### config.mk
export PLATFORM = sky130hd
export DESIGN_NAME = mux_memoria_rr_param
export DESIGN_NICKNAME = d
export VERILOG_FILES = /design/src/rtl/mux_memoria_rr_param_pkg.sv /design/src/rtl/mux_memoria_rr_param_rr_arbiter_n.sv /design/src/rtl/mux_memoria_rr_param.sv
export SDC_FILE = /design/constraint.sdc
export NUM_CORES = 1
export LEC_CHECK = 0
export CORE_UTILIZATION = 35
export CTS_CLUSTER_SIZE = 16
export DETAILED_ROUTE_END_ITERATION = 7
export DONT_BUFFER_PORTS = 1
export GPL_TIMING_DRIVEN = 0
export SYNTH_ARGS = -nofsm -noshare
export SYNTH_HDL_FRONTEND = slang
export SYNTH_SLANG_ARGS = --single-unit
### constraint.sdc
create_clock -name clk -period 2.8 [get_ports clk]
set_input_delay 0.28 -clock clk [delete_from_list [all_inputs] [get_ports clk]]
set_output_delay 0.28 -clock clk [all_outputs]
set_load 0.02 [all_outputs]
### src/rtl/mux_memoria_rr_param_pkg.sv
// Shared constants for the N-channel registered mux: selection-mode encodings and default geometry.
package mux_memoria_rr_param_pkg;

  localparam logic MODE_SEL = 1'b0;
  localparam logic MODE_RR  = 1'b1;

  localparam int DEF_WIDTH = 2;
  localparam int DEF_N     = 4;
  localparam int DEF_SEL_W = 2;

endpackage

### src/rtl/mux_memoria_rr_param_rr_arbiter_n.sv
// Combinational round-robin arbiter: first requester at or after ptr, wrapping at N-1.
module mux_memoria_rr_param_rr_arbiter_n
  import mux_memoria_rr_param_pkg::*;
#(
  parameter int N     = DEF_N,
  parameter int SEL_W = DEF_SEL_W
) (
  input  logic [N-1:0]     req,
  input  logic [SEL_W-1:0] ptr,
  output logic [N-1:0]     gnt,
  output logic [SEL_W-1:0] gnt_idx
);

  localparam logic [SEL_W:0] NW = (SEL_W+1)'(N);

  logic [SEL_W:0] w_pos;
  logic           w_found;

  // Scan from the farthest offset back to ptr so the nearest requester is the last to write.
  always_comb begin
    gnt     = '0;
    gnt_idx = '0;
    w_found = 1'b0;
    w_pos   = '0;
    for (int k = N - 1; k >= 0; k--) begin
      w_pos = {1'b0, ptr} + (SEL_W+1)'(k);
      if (w_pos >= NW) w_pos = w_pos - NW;
      if (req[w_pos[SEL_W-1:0]]) begin
        gnt_idx = w_pos[SEL_W-1:0];
        w_found = 1'b1;
      end
    end
    for (int i = 0; i < N; i++) gnt[i] = w_found && (gnt_idx == SEL_W'(i));
  end

endmodule

### src/rtl/mux_memoria_rr_param.sv
// N-channel registered mux with output memory, valid/ready handshakes and
// external-selector or round-robin channel selection.
module mux_memoria_rr_param
  import mux_memoria_rr_param_pkg::*;
#(
  parameter int WIDTH = DEF_WIDTH,
  parameter int N     = DEF_N,
  parameter int SEL_W = DEF_SEL_W
) (
  input  logic               clk,
  input  logic               reset_L,
  input  logic               mode,
  input  logic [SEL_W-1:0]   selector,
  input  logic [N*WIDTH-1:0] data_in,
  input  logic [N-1:0]       valid_in,
  output logic [N-1:0]       ready_in,
  output logic [WIDTH-1:0]   data_out,
  output logic               valid_out,
  input  logic               ready_out,
  output logic [SEL_W-1:0]   sel_out,
  output logic               err_sel
);

  localparam int             NP = 1 << SEL_W;
  localparam logic [SEL_W:0] NW = (SEL_W+1)'(N);

  logic [WIDTH-1:0] r_data;
  logic             r_valid;
  logic [SEL_W-1:0] r_sel;
  logic             r_err;
  logic [SEL_W-1:0] r_rr_ptr;

  logic [NP-1:0]    w_vin_ext;
  logic             w_sel_ok;
  logic             w_sel_gnt;
  logic [N-1:0]     w_sel_oh;
  logic [N-1:0]     w_arb_gnt;
  logic [SEL_W-1:0] w_arb_idx;
  logic [N-1:0]     w_gnt_oh;
  logic [SEL_W-1:0] w_gnt_idx;
  logic             w_have;
  logic             w_space;
  logic             w_accept;
  logic [WIDTH-1:0] w_data;

  mux_memoria_rr_param_rr_arbiter_n #(.N(N), .SEL_W(SEL_W)) u_arb (
    .req     (valid_in),
    .ptr     (r_rr_ptr),
    .gnt     (w_arb_gnt),
    .gnt_idx (w_arb_idx)
  );

  // Padding lets an out-of-range selector index valid_in safely.
  assign w_vin_ext = NP'(valid_in);
  assign w_sel_ok  = ({1'b0, selector} < NW);
  assign w_sel_gnt = w_sel_ok && w_vin_ext[selector];

  always_comb begin
    w_sel_oh = '0;
    for (int i = 0; i < N; i++) w_sel_oh[i] = w_sel_gnt && (selector == SEL_W'(i));
  end

  assign w_gnt_oh  = (mode == MODE_RR) ? w_arb_gnt : w_sel_oh;
  assign w_gnt_idx = (mode == MODE_RR) ? w_arb_idx : selector;
  assign w_have    = |w_gnt_oh;
  assign w_space   = !r_valid || ready_out;
  assign w_accept  = w_space && w_have;
  assign ready_in  = (reset_L && w_accept) ? w_gnt_oh : '0;

  always_comb begin
    w_data = '0;
    for (int i = 0; i < N; i++)
      if (w_gnt_idx == SEL_W'(i)) w_data = data_in[i*WIDTH +: WIDTH];
  end

  always_ff @(posedge clk or negedge reset_L) begin
    if (!reset_L) begin
      r_data   <= '0;
      r_valid  <= 1'b0;
      r_sel    <= '0;
      r_err    <= 1'b0;
      r_rr_ptr <= '0;
    end else begin
      if (w_accept) begin
        r_data  <= w_data;
        r_sel   <= w_gnt_idx;
        r_valid <= 1'b1;
      end else if (ready_out) begin
        r_valid <= 1'b0;
      end
      if (w_accept && (mode == MODE_RR))
        r_rr_ptr <= (w_gnt_idx == SEL_W'(N - 1)) ? '0 : w_gnt_idx + 1'b1;
      r_err <= (mode == MODE_SEL) && !w_sel_ok && (|valid_in);
    end
  end

  assign data_out  = r_data;
  assign valid_out = r_valid;
  assign sel_out   = r_sel;
  assign err_sel   = r_err;

endmodule

# Word level (Yosys, flattened, before mapping)
# Cells that the tools add are included.
[word_totals]
register_bits = 7
latch_bits = 0
mem_bits_rw = 0
romBits = 0
mem_count = 0
[op_classes]
n_addsub = 8
multipliers = 0
n_div = 0
n_lt_le_gt_ge = 9
n_eq_ne = 9
n_shift = 0
n_mux = 32
n_bitwise = 0
reduce_logical = 18
[op_table]
columns = ["op", "n"]
rows = [
  ["$mux W2", 14],
  ["$lt A2 B3 Y1 const B", 5],
  ["$eq A2 B2 Y1 const B", 6],
  ["$logic_and A1 B1 Y1", 11],
  ["$mux W1", 11],
  ["$bmux W1 S2", 5],
  ["$ge A3 B3 Y1 const B", 3],
  ["$mux W4", 2],
  ["$sub A2 B1 Y2 const B", 4],
  ["$add A2 B2 Y3 const B", 2],
  ["$eq A2 B1 Y1 const B", 3],
  ["$logic_not A2 Y1", 3],
  ["$reduce_or A4 Y1", 1],
  ["$add A2 B1 Y3 const B", 1],
  ["$ge A2 B3 Y1 const B", 1],
  ["$add A2 B1 Y2 const B", 1],
  ["$reduce_bool A2 Y1", 1],
  ["$logic_not A1 Y1", 1],
  ["$logic_or A1 B1 Y1", 1],
]

# Depth between registers and ports, before layout
[logic_depth]
depth_word = 16
depth_mapped = 10

# Hierarchy
# A second synthesis with hierarchy kept.
[unflattened]
cells_unflattened = 87
hier_area_um2 = 798.3
[by_module_without_submodules]
columns = ["module", "instances", "cells_per_inst", "area_each_um2", "seq_area_each_um2"]
rows = [
  ["mux_memoria_rr_param", 1, 56, 594.3, 175.2],
  ["mux_memoria_rr_param_rr_arbiter_n", 1, 31, 203.9, 0.0],
]

# Worst setup path after synthesis
# OpenSTA, ideal clock, no wires.
[synth_timing]
path_type = "flip-flop to flip-flop"
from = "register r_rr_ptr[0]"
to = "register r_data[0], in the netlist data_out[0]"
setup_ns = 0.139
arrival_time_ns = 1.990
required_ns = 2.661
setup_slack_ns = 0.671
stages_incl_launch_ff = 11
period_less_slack_ns = 2.129
cell_sequence = "dfrtp_1 > or3b_1 > o21ai_0 > a31oi_1 > mux2i_1 > inv_1 > ha_1 > a21oi_1 > o21ai_0 > a22oi_1 > a21oi_1"
[synth_via]
elab_chain_cells = 15
[synth_rtl]
columns = ["item", "line", "rtl"]
rows = [
  ["from (decl)", "mux_memoria_rr_param.sv:31", "logic [SEL_W-1:0] r_rr_ptr;"],
  ["from (signal assigned)", "mux_memoria_rr_param.sv:92", "r_rr_ptr <= (w_gnt_idx == SEL_W'(N - 1)) ? '0 : w_gnt_idx + 1'b1;"],
  ["$add A2 B2 Y3", "mux_memoria_rr_param_rr_arbiter_n.sv:26", "w_pos = {1'b0, ptr} + (SEL_W+1)'(k);"],
  ["$ge A3 B3 Y1 or $sub A2 B1 Y2 (tied branches)", "mux_memoria_rr_param_rr_arbiter_n.sv:27", "if (w_pos >= NW) w_pos = w_pos - NW;"],
  ["$mux W2", "mux_memoria_rr_param_rr_arbiter_n.sv:27", ""],
  ["$bmux W1 S2", "mux_memoria_rr_param_rr_arbiter_n.sv:28", "if (req[w_pos[SEL_W-1:0]]) begin"],
  ["$mux W1 (not written as such)", "mux_memoria_rr_param_rr_arbiter_n.sv:28", ""],
  ["$mux W2 (3 in series)", "mux_memoria_rr_param_rr_arbiter_n.sv:28", ""],
  ["$mux W2 (*)", "mux_memoria_rr_param_rr_arbiter_n.sv:28", ""],
  ["$mux W2 (*)", "mux_memoria_rr_param.sv:64", "assign w_gnt_idx = (mode == MODE_RR) ? w_arb_idx : selector;"],
  ["named net w_gnt_idx[0]", "mux_memoria_rr_param.sv:40", "logic [SEL_W-1:0] w_gnt_idx;"],
  ["$logic_not A2 Y1", "mux_memoria_rr_param.sv:73", "if (w_gnt_idx == SEL_W'(i)) w_data = data_in[i*WIDTH +: WIDTH];"],
  ["$mux W2 (3 in series)", "mux_memoria_rr_param.sv:73", ""],
  ["$mux W2 (*)", "mux_memoria_rr_param.sv:73", ""],
  ["to (signal assigned)", "mux_memoria_rr_param.sv:85", "r_data <= w_data;"],
  ["to (decl)", "mux_memoria_rr_param.sv:27", "logic [WIDTH-1:0] r_data;"],
]
# The timed path passes the listed nets; every way through them passes the cells marked *. The select of a mux whose other input is x is not followed.
# A chain may end at the register's enable or synchronous reset.

# Worst setup path after layout
# Ends and elaborated chain as after synthesis.

==> impl_metrics.sql <==
INSERT INTO impl_metrics (metric_group, metric, value, unit) VALUES
('cts', 'clock_insertion_delay_at_the_later_pin_of_the_skew_report', '250', 'ps'),
('final_layout', 'fin_nets', '111', ''),
('setup_path', 'setup.reg_to_reg.worst_slack', '360', 'ps'),
('detailed_routing', 'drt_drc_violations_left', '0', ''),
('place', 'gp_congestion', '0.750', ''),
('floorplanning', 'num_io_pins', '28', ''),
('grt', 'global_route_wire_length_before_repair', '2300', 'microns'),
('setup_path', 'regToRegStartpoint', 'r_rr_ptr[0]$_DFFE_PN0P_', ''),
('pwr', 'power.ir.vdd_worst', '0.000251', 'V'),
('grt', 'grt_util_met3', '0.0714', ''),
('detailed_routing', 'count_of_vias_placed_by_the_detailed_router', '605', ''),
('setup_path', 'worst-setup-path-type', 'flop to flop', ''),
('floorplanning', 'floorplan.die_area', '0.00210', 'sq mm'),
('cts', 'clock-root-buffer', 'sky130_fd_sc_hd__clkbuf_4', ''),
('place', 'numPortBuffers', '0', ''),
('run', 'max-cap-violations', '0', ''),
('synthesis', 'synth_nets', '105', ''),
('place', 'detailedPlacementHpwl', '1170', 'microns'),
('setup_path', 'setup.worst_path.end_class', 'flop', ''),
('cts', 'clock_sinks', '7', ''),
('synthesis', 'synth_most_common_cell', 'sky130_fd_sc_hd__a21oi_1', ''),
('detailed_routing', 'wl_per_cell', '13.1', 'microns'),
('grt', 'grt_start_max_net_pins', '9', ''),
('cts', 'cts.reportedPaths.clkPinSlew', '50', 'ps'),
('synthesis', 'synth_edf_count', '0', ''),
('setup_path', 'cp.arrival', '2560', 'ps'),
('setup_path', 'max_stage_delay', '440', 'ps'),
('status', 'status', 'finished clean', ''),
('detailed_routing', 'drt-total-wl', '1480', 'microns'),
('setup_path', 'critical_path_required', '2920', 'ps'),
('timing', 'rsz0062_at_grt', 'false', ''),
('setup_path', 'cp-start-kind', 'flop', ''),
('synthesis', 'yosys.area.top_type_share', '0.261', ''),
('synthesis', 'post_synth_instance_area', '671', 'sq um'),
('synthesis', 'ys_top_cells_by_area', 'sky130_fd_sc_hd__dfrtp_1 26%, sky130_fd_sc_hd__a21oi_1 8.2%, sky130_fd_sc_hd__ha_1 7.5%', ''),
('grt', 'grt.met2_usage', '0.243', ''),
('grt', 'grt_antenna_before_repair', '0', ''),
('timing', 'time_the_worst_path_needs_with_i_o_delays_and_setup', '2440', 'ps'),
('floorplanning', 'core-area', '0.00176', 'sq mm'),
('cts', 'post_cts_resize_count', '0', ''),
('synthesis', 'synthCells', '83', ''),
('cts', 'clk_path_buf_depth', '2', ''),
('timing', 'fmax', '409', 'MHz'),
('synthesis', 'ys_async_sr_fraction', '1.00', ''),
('cts', 'htree_levels', '1', ''),
('timing', 'timing.final.hold_violations', '0', ''),
('setup_path', 'crit_path_max_fanout', '6', ''),
('synthesis', 'synth.distinct_cells', '34', ''),
('min_path', 'hold_path_startpoint', 'data_in[7]', ''),
('synthesis', 'yosys_most_used_dff', 'sky130_fd_sc_hd__dfrtp_1', ''),
('timing', 'setup_viol', '0', ''),
('floorplanning', 'die_h', '45.8', 'microns'),
('timing', 'finalWorstSetupSlack', '356', 'ps'),
('synthesis', 'synth_top_cell_by_area', 'sky130_fd_sc_hd__dfrtp_1', ''),
('synthesis', 'synthesis.area_per_instance', '8.08', 'sq um'),
('timing', 'final-max-slew-violation-count', '0', ''),
('cts', 'cts_inserted_buffers', '3', ''),
('detailed_routing', 'routed_via_density', '5.35', ''),
('final_layout', 'synthToLayoutAreaGrowth', '10.1', '%'),
('cts', 'tritoncts', 'done', ''),
('synthesis', 'number_of_warnings_issued_by_yosys', '0', ''),
('setup_path', 'crit_chain', 'or3b_1 > o21ai_0 > a31oi_1 > mux2i_1 > inv_1 > ha_1 > a21oi_1 > o21ai_0 > a22oi_1 > a21oi_1', ''),
('min_path', 'min-delay-path-class', 'input pin to flop', ''),
('pwr', 'p_per_area', '623', 'mW/mm^2'),
('detailed_routing', 'drt-initial-drc-count', '8', ''),
('final_layout', 'antenna_cells', '0', ''),
('grt', 'top_usage_layer', 'met2', ''),
('synthesis', 'synth-seq-area-share', '0.261', ''),
('pwr', 'p_leak', '0.311', 'nW'),
('place', 'place_ws', '363', 'ps'),
('floorplanning', 'start_util', '0.380', '');
## critical path: cells and delay by family, from the launching register on
kind	cells	cell delay [ps]
AOI/OAI and AO/OA	6	700
adders and majority gates	1	250
buffers and inverters	1	130
DFF	1	440
muxes	1	350
and+or+nand+nor	1	410
## state kept, by name, indices dropped and copies added, names as in the netlist
register   flops
data_out       2
r_rr_ptr       2
sel_out        2
valid_out      1
## layout make-up
class                           instances  area (sq um)
Tap cell                               25          31.3
Sequential cell                         7           175
Fill cell                             198          1030
Multi-Input combinational cell         67           447
Clock buffer                            4          26.3
Buffer                                  2          22.5
Inverter                                7          26.3
Timing Repair Buffer                    1          10.0
## cell families after synthesis
logic type	count (synthesis)	synth area share
compound gates	28	0.259
fa+ha+maj	4	0.0746
buf+inv	9	0.0728
flops	7	0.261
mux	3	0.0653
other cells	1	0.00559
simple gates	31	0.261
## per-stage QoR
step / power [mW] / std cells / hold slack (ps) / cell area, sq um / utilization
2_1_floorplan: 0.332 / 83 / -15.6 / 671 / -
3_3_place_gp: 0.361 / 108 / -15.4 / 702 / 0.398
3_5_place_dp: 0.368 / 108 / -15.4 / 702 / 0.398
4_1_cts: 0.463 / 113 / 273 / 738 / 0.418
5_1_grt: 0.501 / 113 / 293 / 738 / 0.418
6_report: 0.460 / 113 / 271 / 738 / 0.418
## path summary, 6_finish.rpt
check                                          end  cells after the start
max in group asynchronous    valid_out$_DFFE_PN0P_                      1
setup reg to reg           data_out[0]$_DFFE_PN0P_                     10
hold / removal             data_out[1]$_DFFE_PN0P_                      2
hold reg to reg            r_rr_ptr[0]$_DFFE_PN0P_                      2
setup / recovery           data_out[0]$_DFFE_PN0P_                     10
min in group asynchronous  r_rr_ptr[0]$_DFFE_PN0P_                      1
## per-layer routing
layer	vias up	wire (microns)
met2	23	699
met1	277	681
li1	305	-
met5	-	0
met4	0	0
met3	0	103
## report_power, final
group / internal, mW / leakage (nW) / total (mW) / switching [mW]
combinational: 0.0823 / 0.217 / 0.179 / 0.0965
clock: 0.0543 / 0.0150 / 0.0907 / 0.0364
sequential: 0.132 / 0.0785 / 0.190 / 0.0583
## layout by cell type, fill, tap and decap left out, types with 2 or more instances in the layout
master | Yosys | layout
sky130_fd_sc_hd__inv_1 | 7 | 7
sky130_fd_sc_hd__nor2b_1 | 2 | 2
sky130_fd_sc_hd__a32oi_1 | 2 | 2
sky130_fd_sc_hd__or2_2 | 2 | 2
sky130_fd_sc_hd__nand3_1 | 2 | 2
sky130_fd_sc_hd__a21oi_1 | 11 | 11
sky130_fd_sc_hd__nand2b_1 | 2 | 2
sky130_fd_sc_hd__o21ai_0 | 6 | 6
sky130_fd_sc_hd__nand2_1 | 6 | 6
sky130_fd_sc_hd__nor2_1 | 9 | 9
sky130_fd_sc_hd__a22oi_1 | 2 | 2
sky130_fd_sc_hd__dfrtp_1 | 7 | 7
sky130_fd_sc_hd__ha_1 | 4 | 4
sky130_fd_sc_hd__clkbuf_4 | 0 | 3
## what timing repair did
| item | CTS | global route |
|---|---|---|
| endpoints found under the hold margin | 7 | 0 |
| hold buffers | 1 | 0 |
| setup buffers | 0 | 0 |
Note: power is estimated with default switching activity, not from simulation.
